`config.mk`:
```
export PLATFORM = sky130hd
export DESIGN_NAME = mem_arbiter
export DESIGN_NICKNAME = d
export VERILOG_FILES = /design/src/rtl/mem_arbiter_pkg.sv /design/src/rtl/mem_arbiter_load_extend.sv /design/src/rtl/mem_arbiter.sv
export SDC_FILE = /design/constraint.sdc
export NUM_CORES = 1
export LEC_CHECK = 0
export ABC_AREA = 1
export CAP_MARGIN = 30
export CORE_MARGIN = 3
export CORE_UTILIZATION = 39
export CTS_CLUSTER_DIAMETER = 80
export DETAILED_ROUTE_END_ITERATION = 10
export GPL_ROUTABILITY_DRIVEN = 0
export PLACE_DENSITY_LB_ADDON = 0.08
export SKIP_LAST_GASP = 1
export SYNTH_ARGS = -nofsm -noshare
export SYNTH_HDL_FRONTEND = slang
export SYNTH_SLANG_ARGS = --single-unit
```
`constraint.sdc`:
```
create_clock -name clk -period 2.1 [get_ports clk]
set_input_delay 0.42 -clock clk [delete_from_list [all_inputs] [get_ports clk]]
set_output_delay 0.42 -clock clk [all_outputs]
set_load 0.02 [all_outputs]
```
`src/rtl/mem_arbiter_pkg.sv`:
```
// Shared definitions for the unified-memory arbiter: RISC-V load/store funct3
// encodings, arbiter FSM states and the access-alignment check.
package mem_arbiter_pkg;

  localparam logic [2:0] FNC_LB  = 3'b000;
  localparam logic [2:0] FNC_LH  = 3'b001;
  localparam logic [2:0] FNC_LW  = 3'b010;
  localparam logic [2:0] FNC_LBU = 3'b100;
  localparam logic [2:0] FNC_LHU = 3'b101;
  localparam logic [2:0] FNC_SB  = 3'b000;
  localparam logic [2:0] FNC_SH  = 3'b001;
  localparam logic [2:0] FNC_SW  = 3'b010;

  typedef enum logic [1:0] {
    ST_IDLE    = 2'd0,
    ST_WAIT_IF = 2'd1,
    ST_WAIT_DM = 2'd2,
    ST_ERR     = 2'd3
  } state_e;

  // Unknown encodings are sized as a word, matching their LW/SW treatment.
  function automatic logic is_misaligned(input logic we, input logic [2:0] funct3,
                                         input logic [1:0] off);
    logic [1:0] size;
    if (we) begin
      case (funct3)
        FNC_SB:  size = 2'd0;
        FNC_SH:  size = 2'd1;
        default: size = 2'd2;
      endcase
    end else begin
      case (funct3)
        FNC_LB, FNC_LBU: size = 2'd0;
        FNC_LH, FNC_LHU: size = 2'd1;
        default:         size = 2'd2;
      endcase
    end
    case (size)
      2'd0:    is_misaligned = 1'b0;
      2'd1:    is_misaligned = off[0];
      default: is_misaligned = (off != 2'b00);
    endcase
  endfunction

endpackage

```
`src/rtl/mem_arbiter_load_extend.sv`:
```
// Load lane select and sign/zero extension of a memory word.
module load_extend
  import mem_arbiter_pkg::*;
(
  input  logic [2:0]  funct3_i,
  input  logic [1:0]  off_i,
  input  logic [31:0] word_i,
  output logic [31:0] data_o
);

  logic [7:0]  lane_byte_s;
  logic [15:0] lane_half_s;

  // Pick the addressed byte/half, then extend according to the load type.
  always_comb begin
    case (off_i)
      2'd0:    lane_byte_s = word_i[7:0];
      2'd1:    lane_byte_s = word_i[15:8];
      2'd2:    lane_byte_s = word_i[23:16];
      default: lane_byte_s = word_i[31:24];
    endcase
    lane_half_s = off_i[1] ? word_i[31:16] : word_i[15:0];
    case (funct3_i)
      FNC_LB:  data_o = {{24{lane_byte_s[7]}}, lane_byte_s};
      FNC_LH:  data_o = {{16{lane_half_s[15]}}, lane_half_s};
      FNC_LBU: data_o = {24'h000000, lane_byte_s};
      FNC_LHU: data_o = {16'h0000, lane_half_s};
      default: data_o = word_i;
    endcase
  end

endmodule

```
`src/rtl/mem_arbiter.sv`:
```
// Arbitrates the single-ported memory between instruction fetch and load/store,
// DM first with a starvation guard for IF; one access outstanding at a time.
module mem_arbiter
  import mem_arbiter_pkg::*;
#(
  parameter int AWIDTH     = 32,
  parameter int STARVE_MAX = 4
) (
  input  logic              clk,
  input  logic              rst,
  input  logic              if_req_valid,
  input  logic [AWIDTH-1:0] if_req_addr,
  output logic              if_req_ready,
  output logic              if_resp_valid,
  output logic [31:0]       if_resp_data,
  input  logic              dm_req_valid,
  input  logic              dm_req_we,
  input  logic [2:0]        dm_req_funct3,
  input  logic [AWIDTH-1:0] dm_req_addr,
  input  logic [31:0]       dm_req_wdata,
  output logic              dm_req_ready,
  output logic              dm_resp_valid,
  output logic [31:0]       dm_resp_data,
  output logic              dm_resp_err,
  output logic              mem_req_valid,
  output logic [AWIDTH-1:0] mem_req_addr,
  output logic              mem_req_we,
  output logic [3:0]        mem_req_wmask,
  output logic [31:0]       mem_req_wdata,
  input  logic              mem_req_ready,
  input  logic              mem_resp_valid,
  input  logic [31:0]       mem_resp_data
);

  localparam int CW = (STARVE_MAX < 1) ? 1 : $clog2(STARVE_MAX + 1);
  localparam logic [CW-1:0] STARVE_LIM = CW'(STARVE_MAX);

  state_e      state_q, state_d;
  logic [CW-1:0] starve_q, starve_d;
  logic        if_rvalid_q, if_rvalid_d, dm_rvalid_q, dm_rvalid_d, dm_err_q, dm_err_d;
  logic [31:0] if_rdata_q, if_rdata_d, dm_rdata_q, dm_rdata_d;
  logic [2:0]  f3_q, f3_d;
  logic [1:0]  off_q, off_d;
  logic        we_q, we_d;

  logic        if_ready_s, dm_ready_s, mem_valid_s, dm_grant_s, if_hs_s, dm_win_s, dm_mis_s;
  logic [31:0] ext_data_s;
  logic        unused_addr_s;

  assign unused_addr_s = ^if_req_addr[1:0];
  assign dm_mis_s = is_misaligned(dm_req_we, dm_req_funct3, dm_req_addr[1:0]);
  assign dm_win_s = dm_req_valid && !(if_req_valid && (starve_q == STARVE_LIM));

  load_extend u_load_extend (
    .funct3_i (f3_q),
    .off_i    (off_q),
    .word_i   (mem_resp_data),
    .data_o   (ext_data_s)
  );

  // Arbitration, memory request drive, response capture and next state.
  always_comb begin
    state_d       = state_q;
    if_rvalid_d   = 1'b0;
    dm_rvalid_d   = 1'b0;
    dm_err_d      = 1'b0;
    if_rdata_d    = if_rdata_q;
    dm_rdata_d    = dm_rdata_q;
    f3_d          = f3_q;
    off_d         = off_q;
    we_d          = we_q;
    if_ready_s    = 1'b0;
    dm_ready_s    = 1'b0;
    mem_valid_s   = 1'b0;
    mem_req_addr  = '0;
    mem_req_we    = 1'b0;
    mem_req_wmask = 4'b0000;
    mem_req_wdata = 32'h0000_0000;
    dm_grant_s    = 1'b0;
    if_hs_s       = 1'b0;
    case (state_q)
      ST_IDLE: begin
        if (dm_win_s && dm_mis_s) begin
          dm_ready_s  = 1'b1;
          dm_grant_s  = 1'b1;
          dm_rvalid_d = 1'b1;
          dm_err_d    = 1'b1;
          dm_rdata_d  = 32'h0000_0000;
          state_d     = ST_ERR;
        end else if (dm_win_s) begin
          mem_valid_s  = 1'b1;
          mem_req_addr = {dm_req_addr[AWIDTH-1:2], 2'b00};
          mem_req_we   = dm_req_we;
          if (dm_req_we) begin
            case (dm_req_funct3)
              FNC_SB: begin
                mem_req_wmask = 4'b0001 << dm_req_addr[1:0];
                mem_req_wdata = {4{dm_req_wdata[7:0]}};
              end
              FNC_SH: begin
                mem_req_wmask = 4'b0011 << dm_req_addr[1:0];
                mem_req_wdata = {2{dm_req_wdata[15:0]}};
              end
              default: begin
                mem_req_wmask = 4'b1111;
                mem_req_wdata = dm_req_wdata;
              end
            endcase
          end else begin
            mem_req_wmask = 4'b0000;
            mem_req_wdata = 32'h0000_0000;
          end
          dm_ready_s = mem_req_ready;
          if (mem_req_ready) begin
            dm_grant_s = 1'b1;
            f3_d       = dm_req_funct3;
            off_d      = dm_req_addr[1:0];
            we_d       = dm_req_we;
            state_d    = ST_WAIT_DM;
          end else begin
            state_d = ST_IDLE;
          end
        end else if (if_req_valid) begin
          mem_valid_s  = 1'b1;
          mem_req_addr = {if_req_addr[AWIDTH-1:2], 2'b00};
          if_ready_s   = mem_req_ready;
          if (mem_req_ready) begin
            if_hs_s = 1'b1;
            state_d = ST_WAIT_IF;
          end else begin
            state_d = ST_IDLE;
          end
        end else begin
          state_d = ST_IDLE;
        end
      end
      ST_WAIT_IF: begin
        if (mem_resp_valid) begin
          if_rvalid_d = 1'b1;
          if_rdata_d  = mem_resp_data;
          state_d     = ST_IDLE;
        end else begin
          state_d = ST_WAIT_IF;
        end
      end
      ST_WAIT_DM: begin
        if (mem_resp_valid) begin
          dm_rvalid_d = 1'b1;
          dm_rdata_d  = we_q ? 32'h0000_0000 : ext_data_s;
          state_d     = ST_IDLE;
        end else begin
          state_d = ST_WAIT_DM;
        end
      end
      ST_ERR:  state_d = ST_IDLE;
      default: state_d = ST_IDLE;
    endcase

    if (!if_req_valid || if_hs_s) begin
      starve_d = '0;
    end else if (dm_grant_s && (starve_q != STARVE_LIM)) begin
      starve_d = starve_q + CW'(1);
    end else begin
      starve_d = starve_q;
    end
  end

  // Handshakes are suppressed while reset is held.
  assign mem_req_valid = mem_valid_s && !rst;
  assign if_req_ready  = if_ready_s && !rst;
  assign dm_req_ready  = dm_ready_s && !rst;

  assign if_resp_valid = if_rvalid_q;
  assign if_resp_data  = if_rdata_q;
  assign dm_resp_valid = dm_rvalid_q;
  assign dm_resp_data  = dm_rdata_q;
  assign dm_resp_err   = dm_err_q;

  // State and registered response outputs.
  always_ff @(posedge clk) begin
    if (rst) begin
      state_q     <= ST_IDLE;
      starve_q    <= '0;
      if_rvalid_q <= 1'b0;
      dm_rvalid_q <= 1'b0;
      dm_err_q    <= 1'b0;
      if_rdata_q  <= 32'h0000_0000;
      dm_rdata_q  <= 32'h0000_0000;
      f3_q        <= 3'b000;
      off_q       <= 2'b00;
      we_q        <= 1'b0;
    end else begin
      state_q     <= state_d;
      starve_q    <= starve_d;
      if_rvalid_q <= if_rvalid_d;
      dm_rvalid_q <= dm_rvalid_d;
      dm_err_q    <= dm_err_d;
      if_rdata_q  <= if_rdata_d;
      dm_rdata_q  <= dm_rdata_d;
      f3_q        <= f3_d;
      off_q       <= off_d;
      we_q        <= we_d;
    end
  end

endmodule

```
== Word-level counts from Yosys, hierarchy flattened ==
Cells that the tools add are included.
Storage, ports and cells
  register bits after elaboration: 78
  bits of input ports: 138
  output and inout port bits: 139
Operators by class
  add/sub/neg operators: 1
  equality and inequality tests: 16
  shifts and indexed selects: 2
  multiplexer cells: 58
  bitwise operators: 3
  reductions and logical operators: 26
Operator list (number)
  32-bit 2-to-1 mux: 11
  32-bit case mux with 2 select lines: 2
  32-bit case mux with 4 select lines: 1
  1-bit 2-to-1 mux: 26
  8-bit case mux with 3 select lines: 1
  16-bit 2-to-1 mux: 1
  4-bit 2-to-1 mux: 4
  3-bit equality test (second input constant): 5
  2-bit 2-to-1 mux: 6
  2-bit OR reduction: 5
  2-bit case mux with 2 select lines: 2
  2-bit case mux with 4 select lines: 1
  4-bit case mux with 2 select lines: 1
  1-bit logical AND: 7
  2-bit by 1-bit equality test with 1-bit output (second input constant): 3
  2-bit equality test (second input constant): 3
  3-bit by 1-bit equality test with 1-bit output (second input constant): 2
  2-bit zero test: 3
  3-bit zero test: 2
  2-bit inequality test (second input constant): 2
  1-bit case mux with 2 select lines: 2
  4-bit AND reduction: 1
  2-bit nonzero test: 2
  1-bit by 2-bit << shifter with 4-bit output (first input constant): 1
  other kinds (8): 12

== Depth between registers and ports, before layout ==
Gate-level depths: netlist of run 1.
  depth after elaboration: 11
  depth in mapped cells: 11
  depth with buffers taken out: 10

== Hierarchy ==
A second synthesis of run 1 with hierarchy kept.
Unflattened totals
  cells, all modules: 752
  area total of the unflattened synthesis: 5001.0 sq um
By module, submodules not included
  mem_arbiter: times used 1, cells each 589, area each 4142.7 sq um, seq. area each 1561.5 sq um
  load_extend: times used 1, cells each 163, area each 858.3 sq um, seq. area each 0.0 sq um

== Worst setup path before layout of run 1 ==
No wires, ideal clock.
  kind: flip-flop to output port
  from: reg starve_q[0]
  to: out mem_req_wmask[0]
  arrival time: 1.607 ns
  path slack: 0.073 ns
  cell stages (with the launch flop): 9
  cells stage by stage: dfxtp_1 > inv_1 > ha_1 > nand3_4 > nand3_4 > nor2_4 > nand2_2 > buf_2 > a21oi_1
Between the ends
  word-level cells in the longest chain between the ends: 7
  elaborated cells between the ends (all ways): 8
RTL lines
  from (decl): RTL line mem_arbiter.sv:39  | logic [CW-1:0] starve_q, starve_d;
  from (signal assigned): RTL line mem_arbiter.sv:194  | starve_q <= starve_d;
  3-bit equality test *: RTL line mem_arbiter.sv:52  | assign dm_win_s = dm_req_valid && !(if_req_valid && (starve_q == STARVE_LIM));
  1-bit logical AND *: RTL line mem_arbiter.sv:52
  1-bit zero test *: RTL line mem_arbiter.sv:52
  1-bit logical AND *: RTL line mem_arbiter.sv:52
  4-bit 2-to-1 mux or 1-bit logical AND (tied branches): RTL line mem_arbiter.sv:90, mem_arbiter.sv:83
  4-bit 2-to-1 mux *: RTL line mem_arbiter.sv:83  | if (dm_win_s && dm_mis_s) begin
  4-bit 2-to-1 mux *: RTL line mem_arbiter.sv:81  | case (state_q)
  to (decl): RTL line mem_arbiter.sv:28  | output logic [3:0] mem_req_wmask,
Every way passes the cells marked *; elsewhere a longest branch is shown, timed or not.

== Final worst setup path of run 1 ==
  from: in dm_req_funct3[2]
  to: out mem_req_wdata[14]
Between the ends
  word-level cells in the longest chain between the ends: 9
  elaborated cells between the ends (all ways): 18
RTL lines
  from (decl): RTL line mem_arbiter.sv:18  | input logic [2:0] dm_req_funct3,
  3-bit by 1-bit equality test with 1-bit output, or another cell as far along: RTL line mem_arbiter_pkg.sv:26, mem_arbiter_pkg.sv:32, mem_arbiter.sv:95
  2-bit OR reduction: RTL line mem_arbiter_pkg.sv:32  | case (funct3)
  2-bit case mux with 2 select lines: RTL line mem_arbiter_pkg.sv:32
  2-bit 2-to-1 mux: RTL line mem_arbiter_pkg.sv:25  | if (we) begin
  2-bit by 1-bit equality test with 1-bit output or 2-bit zero test (tied branches): RTL line mem_arbiter_pkg.sv:38  | case (size)
  1-bit case mux with 2 select lines: RTL line mem_arbiter_pkg.sv:38
  1-bit logical AND: RTL line mem_arbiter.sv:83
  32-bit 2-to-1 mux *: RTL line mem_arbiter.sv:83
  32-bit 2-to-1 mux *: RTL line mem_arbiter.sv:81
  to (decl): RTL line mem_arbiter.sv:29  | output logic [31:0] mem_req_wdata,
Marks and branches as above.

==> results.ini, run 1 <==
[status]
status = complete, but fails checks
failed_checks = setup timing

[synth]
yosysWarnings = 0
netlist_instances = 745
yosysSeqAreaShare = 0.326
avgSynthCellArea_um2 = 6.42
syn_area_um2 = 4780
yosysTopAreaCell = dfxtp_1
ys_seq_elements = 78
netlist.area_leader.share = 0.326
synth.distinct_cells = 37
synth.area.top_cells = dfxtp_1 (33%), nand3_1 (13%), a21oi_1 (12%), nand2_1 (10%), nor2_1 (5.8%)

[detailed_routing]
num_vias = 6495
detail_route.drc_violations = 0
drt_wl_total_um = 21700
firstDrtPassIters = 6
avgViaCountPerCell = 5.34
wl_met3_um = 1570
drtIter0Drc = 474
routed.top_layer = met4
wl_met2_um = 11300
wire_per_inst_um = 17.8
antenna_left = 0
wirelength_met1_um = 7870

[worst_hold_path]
hold_class = flip-flop to flip-flop
worstHoldPathCells = 2

[die]
num_io_pins = 277
rows = 39
initial_utilization = 0.409
fp.dieH_um = 117
die-area_um2 = 13600
die_x_um = 117
coreArea_um2 = 11700

[clock_network]
cts.sink_count = 78
h-tree-depth = 3
cts_tree = built
cts_made_buffers = 9
cts.clk_slew.worst_paths_ns = 0.06
cts_hold_buf = 0
insertion_delay_ns = 0.34
cts_buffer_depth = 2
clock-root-buffer = clkbuf_16

[final_layout]
fin_util = 0.777
area_growth_pct = 90.1
drive_above_1_share = 0.274
final_common_cell = clkdlybuf4s50_1
mostFrequentLayoutCells = clkdlybuf4s50_1 (194), nand2_1 (128), nand3_1 (112)
antenna_cells = 0
fill_cells = 856
stdcell_area_um2 = 9100
instances_no_fill = 1217
nets = 1209

[global_route]
gr-total-overflow = 0
track_usage = 0.287
grt_pass1_vias = 6130
antenna_found_initial = 0
grt_pass1_wl_um = 30900
grt_max_degree = 34

[sta]
worst_slack_ns = -0.245
fmaxAchievable_ghz = 0.426
rsz0062_at_grt = yes
drv_slew = 0
tightest_slew_ns = 0.580
min_period_over_period = 1.12
min_period_ns = 2.35
finalSetupViolations = 70
hold_violations = 0
fin_worst_skew_ns = 0.00750
slew_headroom = 0.609
finalSetupTns_ns = -6.40

[setup_path]
cp-start-kind = primary input
timing_worst_setup_path_type = primary input to primary output
end_kind = primary output
crit_required_ns = 1.68
cp_max_fo = 5
crit_arrival_ns = 1.93
reg2regPathDepth = 13

[power]
leakagePower_nw = 3.75
max-vdd-ir-drop_uv = 357
pwr_density_cell_nw_per_um2 = 555

[placed_design]
placed_area_um2 = 8000
post-place-cells = 1180
dpl.hpwl_um = 15100
io_buffers = 272
dp_slack_ns = -0.729

[flow_run]
drv_cap = 0

==> power breakdown <==
part | internal (mW) | total (mW) | leakage [nW] | switching, mW
clock network | 1.14 | 1.73 | 0.166 | 0.592
registers | 1.53 | 1.56 | 0.632 | 0.0313
logic | 0.830 | 1.76 | 2.95 | 0.932
==> layer usage <==
layer | vias to the layer above | track usage
li1 | 3136 | -
met1 | 2985 | 0.324
met2 | 302 | 0.517
met3 | 72 | 0.0731
met4 | 0 | 0.109
met5 | - | 0
==> worst paths after layout <==
path | from | endpoint | slack [ns]
max | dm_req_funct3[2] | mem_req_wdata[14] | -0.25
max reg2reg | starve_q[1] | dm_resp_data[3] | 0.42
min | dm_resp_data[28] | dm_resp_data[28] | 0.45
min reg2reg | dm_resp_data[28] | dm_resp_data[28] | 0.45
==> cell families (layout without fill, tap and decap cells) <==
| kind of cell | Yosys count | count (layout) | share of synthesized area |
|---|---|---|---|
| flip-flops | 78 | 78 | 0.326 |
| XOR/XNOR | 1 | 1 | 0.00183 |
| AND/OR/NAND/NOR | 368 | 370 | 0.357 |
| adder cells (fa/ha/maj) | 2 | 2 | 0.00523 |
| AO/OA/AOI/OAI | 181 | 181 | 0.198 |
| other | 1 | 2 | 0.000784 |
| buffers and inverters | 114 | 440 | 0.111 |
==> metrics by stage <==
stage | total power [mW] | hold slack (ns)
floorplan | 2.32 | 0.457
global route | 5.24 | 0.469
finish | 5.05 | 0.449
CTS | 4.91 | 0.454
detailed placement | 3.07 | 0.441
global placement | 3.07 | 0.438
==> cell type report <==
cell class | instances | area (µm²) | area share
clock buffers | 13 | 270 | 0.0297
flip-flops and latches | 78 | 1560 | 0.172
clock inverters | 3 | 65.1 | 0.00715
multi-input cells | 556 | 3200 | 0.352
well taps | 143 | 179 | 0.0197
inverters | 57 | 216 | 0.0238
repair buffers | 367 | 3600 | 0.396
==> state kept, by name (all words and copies together) (netlist names) <==
name / flops
dm_resp_data: 32
if_resp_data: 32
f3_q: 3
starve_q: 3
off_q: 2
state_q: 2
dm_resp_err: 1
dm_resp_valid: 1
if_resp_valid: 1
we_q: 1
==> critical path: stages <==
cell	delay (ns)
dlygate4sd2_1	0.26
buf_6	0.13
inv_2	0.04
nand2_4	0.07
bufbuf_16	0.26
a21oi_1	0.04
o21ai_1	0.23
nand3_4	0.17
a21oi_4	0.16
buf_6	0.13
==> Yosys cell counts, drive strengths merged <==
master	count
nand3	126
nor4	4
nand2	139
clkinv	1
o21bai	2
nand4	8
o21ai	63
and2	6
ha	2
dfxtp	78
xor2	1
or2	6
clkbuf	23
a21oi	113
inv	56
buf	34
nor2	79
o31ai	1
conb	1
a31oi	2
==> what timing repair did <==
action | 4_1_cts | 5_1_grt
endpoints found under the hold margin | 0 | 0
pin swaps | 10 | 15
setup buffers | 8 | 5
cloned | 8 | 2
setup endpoints to repair | 70 | 70
gates resized for setup | 426 | 100
(Power assumes the default switching activity.)
==> run 2, diff against run 1 <==
- CAP_MARGIN: 30 -> unset
==> results of run 2 <==
Same layout as run 1: the final DEF is identical, and so are final timing and power.
